`config.mk`:
```
export PLATFORM = sky130hd
export DESIGN_NAME = mpc_switch
export DESIGN_NICKNAME = d
export VERILOG_FILES = /design/src/rtl/mpc_pkg.sv /design/src/rtl/mpc_side_mux.sv /design/src/rtl/mpc_switch.sv
export SDC_FILE = /design/constraint.sdc
export NUM_CORES = 1
export LEC_CHECK = 0
export ABC_CLOCK_PERIOD_IN_PS = 1400
export BUFFER_PORTS_ARGS = -buffer_cell sky130_fd_sc_hd__buf_2
export CAP_MARGIN = 25
export CORE_AREA = 2 2 226 228
export DETAILED_ROUTE_END_ITERATION = 16
export DIE_AREA = 0 0 228 230
export SLEW_MARGIN = 15
export SYNTH_ARGS = -nofsm -noshare
export SYNTH_HDL_FRONTEND = slang
export SYNTH_SLANG_ARGS = --single-unit
```
`constraint.sdc`:
```
create_clock -name clk -period 1.4 [get_ports clk]
set_input_delay 0.07 -clock clk [delete_from_list [all_inputs] [get_ports clk]]
set_output_delay 0.07 -clock clk [all_outputs]
set_load 0.1 [all_outputs]
```
`src/rtl/mpc_pkg.sv`:
```
// mpc_pkg: shared types and default bus widths for the multi-project
// IO switch (mpc_switch and its per-side mux).
//   mpc_state_e : switch FSM states
//   MPC_*_W     : default per-macro bus widths for north/east/west sides
package mpc_pkg;

    typedef enum logic [1:0] {
        ST_IDLE   = 2'd0,
        ST_DRAIN  = 2'd1,
        ST_ACTIVE = 2'd2
    } mpc_state_e;

    localparam int unsigned MPC_N_W = 10;
    localparam int unsigned MPC_E_W = 14;
    localparam int unsigned MPC_W_W = 14;

endpackage

```
`src/rtl/mpc_side_mux.sv`:
```
// mpc_side_mux: combinational N:1 selector for one pad side.
//   bus_o/bus_oe : flattened macro outputs, macro i at [i*WIDTH +: WIDTH]
//   sel          : index of the macro to forward
//   force_zero   : drive all-zero o/oe regardless of sel
//   pad_o/pad_oe : selected slice (next value for the pad registers)
module mpc_side_mux #(
    parameter int unsigned NUM_MACROS = 4,
    parameter int unsigned WIDTH      = 10,
    localparam int unsigned SEL_W     = $clog2(NUM_MACROS)
) (
    input  logic [NUM_MACROS*WIDTH-1:0] bus_o,
    input  logic [NUM_MACROS*WIDTH-1:0] bus_oe,
    input  logic [SEL_W-1:0]            sel,
    input  logic                        force_zero,
    output logic [WIDTH-1:0]            pad_o,
    output logic [WIDTH-1:0]            pad_oe
);

    always_comb begin
        pad_o  = '0;
        pad_oe = '0;
        if (!force_zero) begin
            for (int unsigned i = 0; i < NUM_MACROS; i++) begin
                if (sel == SEL_W'(i)) begin
                    pad_o  = bus_o[i*WIDTH +: WIDTH];
                    pad_oe = bus_oe[i*WIDTH +: WIDTH];
                end
            end
        end
    end

endmodule

```
`src/rtl/mpc_switch.sv`:
```
// mpc_switch: clocked multi-project IO switch. Routes the north/east/west
// buses of one user macro to the registered pad drive and steers pad inputs
// back to that macro only. Every selection change passes through a
// tri-state blanking window of BLANK_CYCLES so no two macros ever drive
// the pads in the same cycle.
//   clk, rst_n                 : clock, asynchronous active-low reset
//   cfg_req_valid/sel/ready    : selection request handshake
//   cfg_done / cfg_err         : one-cycle pulses (selection live / out of range)
//   active_valid/active_sel    : current owner of the pads
//   macro_en                   : one-hot owner enable, zero when unowned
//   north_/east_/west_ o, oe   : flattened macro outputs
//   IO_*_o, IO_*_oe            : registered pad drive
//   IO_*_i                     : pad inputs
//   north_i/east_i/west_i      : per-macro inputs, zero for non-owners
module mpc_switch
    import mpc_pkg::*;
#(
    parameter int unsigned NUM_MACROS   = 4,
    parameter int unsigned N_W          = MPC_N_W,
    parameter int unsigned E_W          = MPC_E_W,
    parameter int unsigned W_W          = MPC_W_W,
    parameter int unsigned BLANK_CYCLES = 4,
    localparam int unsigned SEL_W       = $clog2(NUM_MACROS)
) (
    input  logic                      clk,
    input  logic                      rst_n,
    input  logic                      cfg_req_valid,
    input  logic [SEL_W-1:0]          cfg_req_sel,
    output logic                      cfg_req_ready,
    output logic                      cfg_done,
    output logic                      cfg_err,
    output logic                      active_valid,
    output logic [SEL_W-1:0]          active_sel,
    output logic [NUM_MACROS-1:0]     macro_en,
    input  logic [NUM_MACROS*N_W-1:0] north_o,
    input  logic [NUM_MACROS*N_W-1:0] north_oe,
    input  logic [NUM_MACROS*E_W-1:0] east_o,
    input  logic [NUM_MACROS*E_W-1:0] east_oe,
    input  logic [NUM_MACROS*W_W-1:0] west_o,
    input  logic [NUM_MACROS*W_W-1:0] west_oe,
    output logic [N_W-1:0]            IO_north_o,
    output logic [N_W-1:0]            IO_north_oe,
    output logic [E_W-1:0]            IO_east_o,
    output logic [E_W-1:0]            IO_east_oe,
    output logic [W_W-1:0]            IO_west_o,
    output logic [W_W-1:0]            IO_west_oe,
    input  logic [N_W-1:0]            IO_north_i,
    input  logic [E_W-1:0]            IO_east_i,
    input  logic [W_W-1:0]            IO_west_i,
    output logic [NUM_MACROS*N_W-1:0] north_i,
    output logic [NUM_MACROS*E_W-1:0] east_i,
    output logic [NUM_MACROS*W_W-1:0] west_i
);

    localparam int unsigned CNT_W = $clog2(BLANK_CYCLES + 1);

    mpc_state_e            state_q, state_d;
    logic [CNT_W-1:0]      cnt_q, cnt_d;
    logic [SEL_W-1:0]      pend_q, pend_d;
    logic [SEL_W-1:0]      sel_q, sel_d;
    logic                  av_q, av_d;
    logic [NUM_MACROS-1:0] en_q, en_d;
    logic                  done_q, done_d;
    logic                  err_q, err_d;

    logic accept, in_range, same_sel, change, force_zero;

    logic [N_W-1:0] nxt_north_o, nxt_north_oe;
    logic [E_W-1:0] nxt_east_o, nxt_east_oe;
    logic [W_W-1:0] nxt_west_o, nxt_west_oe;

    assign cfg_req_ready = (state_q != ST_DRAIN);
    assign accept        = cfg_req_valid && cfg_req_ready;
    assign in_range      = 32'(cfg_req_sel) < NUM_MACROS;
    assign same_sel      = (state_q == ST_ACTIVE) && (cfg_req_sel == sel_q);
    assign change        = accept && in_range && !same_sel;
    // Blank in the acceptance cycle too, so the old owner's drive never
    // reaches the pads once a switch has been committed.
    assign force_zero    = (state_q != ST_ACTIVE) || change;

    always_ff @(posedge clk or negedge rst_n) begin
        if (!rst_n) begin
            state_q <= ST_IDLE;
            cnt_q   <= '0;
            pend_q  <= '0;
            sel_q   <= '0;
            av_q    <= 1'b0;
            en_q    <= '0;
            done_q  <= 1'b0;
            err_q   <= 1'b0;
        end else begin
            state_q <= state_d;
            cnt_q   <= cnt_d;
            pend_q  <= pend_d;
            sel_q   <= sel_d;
            av_q    <= av_d;
            en_q    <= en_d;
            done_q  <= done_d;
            err_q   <= err_d;
        end
    end

    always_comb begin
        state_d = state_q;
        cnt_d   = cnt_q;
        pend_d  = pend_q;
        sel_d   = sel_q;
        av_d    = av_q;
        en_d    = en_q;
        done_d  = 1'b0;
        err_d   = 1'b0;
        case (state_q)
            ST_IDLE, ST_ACTIVE: begin
                if (accept) begin
                    if (!in_range) begin
                        err_d = 1'b1;
                    end else if (same_sel) begin
                        done_d = 1'b1;
                    end else begin
                        pend_d  = cfg_req_sel;
                        state_d = ST_DRAIN;
                        av_d    = 1'b0;
                        en_d    = '0;
                        cnt_d   = CNT_W'(BLANK_CYCLES - 1);
                    end
                end
            end
            ST_DRAIN: begin
                if (cnt_q == '0) begin
                    state_d = ST_ACTIVE;
                    sel_d   = pend_q;
                    av_d    = 1'b1;
                    en_d    = NUM_MACROS'(1) << pend_q;
                    done_d  = 1'b1;
                end else begin
                    cnt_d = cnt_q - 1'b1;
                end
            end
            default: state_d = ST_IDLE;
        endcase
    end

    mpc_side_mux #(.NUM_MACROS(NUM_MACROS), .WIDTH(N_W)) u_north (
        .bus_o(north_o), .bus_oe(north_oe), .sel(sel_q), .force_zero(force_zero),
        .pad_o(nxt_north_o), .pad_oe(nxt_north_oe)
    );

    mpc_side_mux #(.NUM_MACROS(NUM_MACROS), .WIDTH(E_W)) u_east (
        .bus_o(east_o), .bus_oe(east_oe), .sel(sel_q), .force_zero(force_zero),
        .pad_o(nxt_east_o), .pad_oe(nxt_east_oe)
    );

    mpc_side_mux #(.NUM_MACROS(NUM_MACROS), .WIDTH(W_W)) u_west (
        .bus_o(west_o), .bus_oe(west_oe), .sel(sel_q), .force_zero(force_zero),
        .pad_o(nxt_west_o), .pad_oe(nxt_west_oe)
    );

    always_ff @(posedge clk or negedge rst_n) begin
        if (!rst_n) begin
            IO_north_o  <= '0;
            IO_north_oe <= '0;
            IO_east_o   <= '0;
            IO_east_oe  <= '0;
            IO_west_o   <= '0;
            IO_west_oe  <= '0;
        end else begin
            IO_north_o  <= nxt_north_o;
            IO_north_oe <= nxt_north_oe;
            IO_east_o   <= nxt_east_o;
            IO_east_oe  <= nxt_east_oe;
            IO_west_o   <= nxt_west_o;
            IO_west_oe  <= nxt_west_oe;
        end
    end

    always_comb begin
        north_i = '0;
        east_i  = '0;
        west_i  = '0;
        for (int unsigned i = 0; i < NUM_MACROS; i++) begin
            if (av_q && (sel_q == SEL_W'(i))) begin
                north_i[i*N_W +: N_W] = IO_north_i;
                east_i[i*E_W +: E_W]  = IO_east_i;
                west_i[i*W_W +: W_W]  = IO_west_i;
            end
        end
    end

    assign cfg_done     = done_q;
    assign cfg_err      = err_q;
    assign active_valid = av_q;
    assign active_sel   = sel_q;
    assign macro_en     = en_q;

endmodule

```
Word level (Yosys, flattened, before mapping)
Index checks and enable logic that the tools add are counted.

Bits in registers: 91. Word-level logic and storage cells: 109. Input bits: 347. Output and inout port bits: 238.

Add/subtract/negate cells: 1. Shifts and indexed selects: 1. Muxes and demuxes: 62. Equality and inequality tests: 12. Bitwise gates (word level): 1. Reductions and logical operators: 19.

Operator list (count): 2-to-1 mux 14 bit (28); 2-to-1 mux 10 bit (14); 2-to-1 mux 4 bit (3); != test 2 bit, second input constant (5); 2-to-1 mux 3 bit (3); case mux 4 bit (2 select lines) (1); AND reduction 4 bit (2); logical AND 1 bit (7); equality test 2 bit, second input constant (3); 2-to-1 mux 1 bit (6); 2-to-1 mux 2 bit (3); case mux 3 bit (2 select lines) (1); AND reduction 3 bit (2); equality test 2 x 1 -> 1 bit, second input constant (2); logical NOT 2 bit (2); case mux 1 bit (2 select lines) (2); case mux 2 bit (2 select lines) (1); << shifter 1 x 2 -> 4 bit, first input constant (1); logical NOT 3 bit (1); subtractor 3 x 1 -> 3 bit, second input constant (1); equality test 2 bit (1); != test 2 x 1 -> 1 bit, second input constant (1); AND reduction 2 bit (1); nonzero test 2 bit (1); other kinds (4) (4).

Longest topological paths before layout
Depth after elaboration: 6. Mapped depth: 7. Mapped depth without buffers: 6.

Hierarchy
Synthesis repeated with hierarchy kept, for this count alone.

Cells, all modules: 576. Area, all modules: 6059.6 µm².

By module, submodules not included: mpc_switch (area an instance 3668.5 µm², seq. area each 2277.2 µm², cells each 309, times used 1); mpc_side_mux at u_east ... (area an instance 883.3 µm², seq. area each 0.0 µm², cells each 98, times used 2); mpc_side_mux at u_north (area an instance 624.3 µm², seq. area each 0.0 µm², cells each 71, times used 1).

Worst setup path after synthesis
Ideal clock, no wire load.

Path kind: register -> output. From: reg sel_q[0], in the netlist active_sel[0]. To: out east_i[20]. Arrival time: 2585 ps. Stages on the path, launching flop included: 8. Setup slack: -1255 ps. Required time: 1330 ps. Path buffers: 4. Path through: dfrtp_1 > buf_6 > buf_12 > nand2_1 > nor2_1 > buf_2 > buf_4 > and2_1.

Word-level cells in the longest chain between the ends: 3.

Ends and longest elaborated chain: from (decl) (RTL line mpc_switch.sv:60) `logic [SEL_W-1:0] sel_q, sel_d;`; from (signal assigned) (RTL line mpc_switch.sv:95) `sel_q <= sel_d;`; equality test 2 x 1 -> 1 bit (RTL line mpc_switch.sv:181) `if (av_q && (sel_q == SEL_W'(i))) begin`; logical AND 1 bit (RTL line mpc_switch.sv:181); 2-to-1 mux 14 bit (RTL line mpc_switch.sv:181); to (decl) (RTL line mpc_switch.sv:51) `output logic [NUM_MACROS*E_W-1:0] east_i,`.

No other way between the ends.

Worst setup path in the final report
From: reg sel_q[0], in the netlist active_sel[0]. To: out west_i[32].

Word-level cells in the longest chain between the ends: 3.

Ends and longest elaborated chain: equality test 2 bit (RTL line mpc_switch.sv:181); logical AND 1 bit (RTL line mpc_switch.sv:181); 2-to-1 mux 14 bit (RTL line mpc_switch.sv:181); to (decl) (RTL line mpc_switch.sv:52) `output logic [NUM_MACROS*W_W-1:0] west_i`.

No other way between the ends.

==> results.tsv <==
stage	metric	value	unit
outcome	status	finished with violations	
outcome	failing checks	negative setup slack	
die	total core area	49900	um2
finish	layout cells sized above 1	83.3	%
power_and_ir_drop	power per standard cell area	1590	nW/um2
die	die span in y	230	um
synthesis	Synth Instances	493	
routing	Vias/cell	3.73	
synthesis	Top FF cell, synth	dfrtp_1	
synthesis	Simple-Gate Fraction of Synth Area	25.9	%
die	row cnt	82	
synthesis	Async S/R FF share, synth	100	%
timing	setup ws final	-0.568	ns
timing	Slew HR	62.8	%
clock_network	clk sinks	91	
synthesis	XOR/XNOR Fraction of Synth Area	0.815	%
min_path	beginning of the worst hold path	cfg_req_valid	
synthesis	complex-gate fraction of the synthesized area	2.00	%
die	DIE AREA	52400	um2
worst_setup_path	CP dominant cell by count	buf_12	
routing	Final ANT Viol Nets	0	
synthesis	FF+latch count, synth	91	
global_route	largest net degree at the start of global routing	52	
global_route	GRT overflow	0	
min_path	HP Class	in2reg	
finish	Nets	1500	
synthesis	synth top area cells	dfrtp_1 37%, mux4_2 27%, and2_1 15%	
power_and_ir_drop	final total power	0.0230	W
routing	via count	6845	
power_and_ir_drop	Pleak	6.78	nW
worst_setup_path	worst path arrival time	1.90	ns
finish	Core Util, Final	28.9	%
die	Initial Utilization	12.3	%
synthesis	share of the synthesized area in the top cell type	37.1	%
worst_setup_path	Critical Path Start Type	flop	
routing	Avg WL per Cell	19.3	um
timing	Final Hold Fails	0	
power_and_ir_drop	worst IR drop on VDD	541	uV
synthesis	syn avg cell area	12.5	um2
worst_setup_path	worst path bufs/invs	4	
synthesis	synthesized area	6140	um2
timing	Final Setup Violations	242	
worst_setup_path	critical path's largest stage delay	0.49	ns
global_route	vias in the first global route	7607	
timing	skew final	0.00727	ns
worst_setup_path	slowest CP cell	dfrtp_4	
worst_setup_path	Critical Path Sink Type	output pin	
synthesis	multiplexer share of the synthesized area	28.4	%
timing	worst slew pin tran	0.561	ns
timing	Final min period	1.97	ns
place	DP HPWL	27600	um
finish	synth-to-layout area growth	135	%
synthesis	Post-synth top cells	152 x and2_1, 91 x dfrtp_1, 78 x nor2b_1	
routing	DR DRC count	0	
synthesis	most numerous cell in the Yosys netlist	and2_1	
global_route	initial antenna violation count	11	
clock_network	total CTS buffers	9	
synthesis	EDFF count, synth	0	
global_route	first-pass GRT wire length	48100	um
synthesis	sequential fraction of the synthesis area	37.1	%
timing	Slew Viols, Final	0	
synthesis	Net Count, Synth	842	
clock_network	Clock transition at path regs	0.07	ns
place	pre-CTS setup slack	-0.291	ns
clock_network	Clk Latency, worst-skew pair	0.36	ns
routing	TritonRoute pass-1 iters	4	
synthesis	Synth Area in Adders	0.407	%
place	dpl cells	1766	
timing	Max Fclk	508	MHz
clock_network	Max Root-Sink Buffers	2	
die	die width	228	um
synthesis	post-synth cell types	39	
worst_setup_path	Crit Path Max Fanout	5	
routing	DR iter-0 viols	133	
job	Max Cap Viol	0	
place	port bufs	583	
worst_setup_path	critical setup path kind	reg2out	
routing	final wirelength	35400	um
worst_setup_path	worst-path cell chain	buf_12, and3b_2, buf_12, clkbuf_16, and2_4, buf_12	
timing	RSZ-0062 raised after global routing	yes	
worst_setup_path	Largest delay share family, worst path	buffers and inverters	
clock_network	H-tree depth	3	
worst_setup_path	reg2reg start	active_sel[0]	
synthesis	yosys warns	0	
synthesis	largest family of logic cells by synthesized area	multiplexers	
global_route	GRT Overall Usage	12.6	%
worst_setup_path	CP Launch Point	active_sel[0]	
clock_network	root buf cell	clkbuf_16	
timing	Final period util	141	%
place	Routability Congestion	0.875	
synthesis	largest area contributor in the netlist	dfrtp_1	
worst_setup_path	Worst Path Required	1.33	ns
clock_network	CTS tree	built	
die	I/O pin count	585	
finish	fin cells	1835	
area by class of cell:
cell class	count	area, um2
Fill cell	5075	35400
Tap cell	672	841
Sequential cell	91	2290
Clock inverter	6	72.6
Multi-Input combinational cell	355	4100
Inverter	3	11.3
Clock buffer	10	239
Antenna cell	7	17.5
Timing Repair Buffer	691	6860
state kept, by name, summed over array words and instances (netlist names):
register,cells
IO_east_oe,14
IO_north_oe,10
pend_q,2
IO_west_o,14
IO_west_oe,14
cnt_q,3
IO_north_o,10
state_q,2
active_valid,1
IO_east_o,14
cfg_done,1
macro_en,4
active_sel,2
repair_timing:
| action | CTS | global route |
|---|---|---|
| hold buffers | 1 | 0 |
| endpoints found under the setup margin | 245 | 245 |
| pin swaps | 12 | 5 |
| buffers inserted | 18 | 6 |
| cloned | 13 | 10 |
| endpoints found under the hold margin | 69 | 0 |
| resized for setup | 51 | 21 |
cells by family after synthesis:
| kind of cell | Yosys count |
|---|---|
| AOI/OAI and AO/OA | 12 |
| xor gates and xnor gates | 4 |
| adders and majority gates | 2 |
| buffers and inverters | 47 |
| DFF | 91 |
| muxes | 78 |
| other | 1 |
| and+or+nand+nor | 258 |
per-stage QoR:
stage,instance area (um2),hold WS [ns],setup TNS (ns)
floorplan,6680,-0.226,-78.75
global placement,13000,0.00848,-29.16
detailed placement,13000,0.0102,-34.14
CTS,14100,0.0344,-113.97
global route,14400,0.0336,-132.59
finish,14400,0.0566,-114.57
worst register-to-register path, delay by kind of cell, from the launching register on:
| family | cells | cell delay (ns) |
|---|---|---|
| buf+inv | 4 | 0.53 |
| flops | 1 | 0.49 |
| mux | 1 | 0.33 |
| compound gates | 1 | 0.31 |
| xor+xnor | 1 | 0.18 |
routing by layer:
layer	up-vias	track usage, %	routed length, um
met4	6	5.51	1400
met5	-	0	40
li1	3043	-	-
met3	64	3.91	2710
met1	3318	12.1	11600
met2	414	24.3	19600
path summary, 6_finish.rpt:
kind | to | slack, ns | depth (start not counted)
setup / recovery | west_i[32] | -0.57 | 6
hold / removal | cfg_done | 0.06 | 2
setup reg to reg | pend_q[1] | -0.56 | 7
hold reg to reg | macro_en[0] | 0.50 | 1
max in group asynchronous | IO_north_o[6] | 0.62 | 3
min in group asynchronous | cnt_q[2] | 0.16 | 2
cells in the final DEF (no fill, tap or decap), types with 3 or more instances in the layout:
master / n
and2_4: 152
buf_12: 182
buf_16: 11
buf_2: 423
buf_4: 45
buf_6: 17
buf_8: 4
clkbuf_16: 17
dfrtp_1: 88
diode_2: 7
mux4_1: 3
mux4_2: 73
nand2_1: 8
nor2_1: 6
nor2b_1: 71
nor2b_2: 3
nor2b_4: 4
power breakdown:
group          switching (W)  internal [W]  total, W
clock                0.00119       0.00146   0.00265
sequential          0.000268       0.00304   0.00331
combinational        0.00963       0.00737    0.0170
total                 0.0111        0.0119    0.0230
Power figures use the tool's default switching activity.
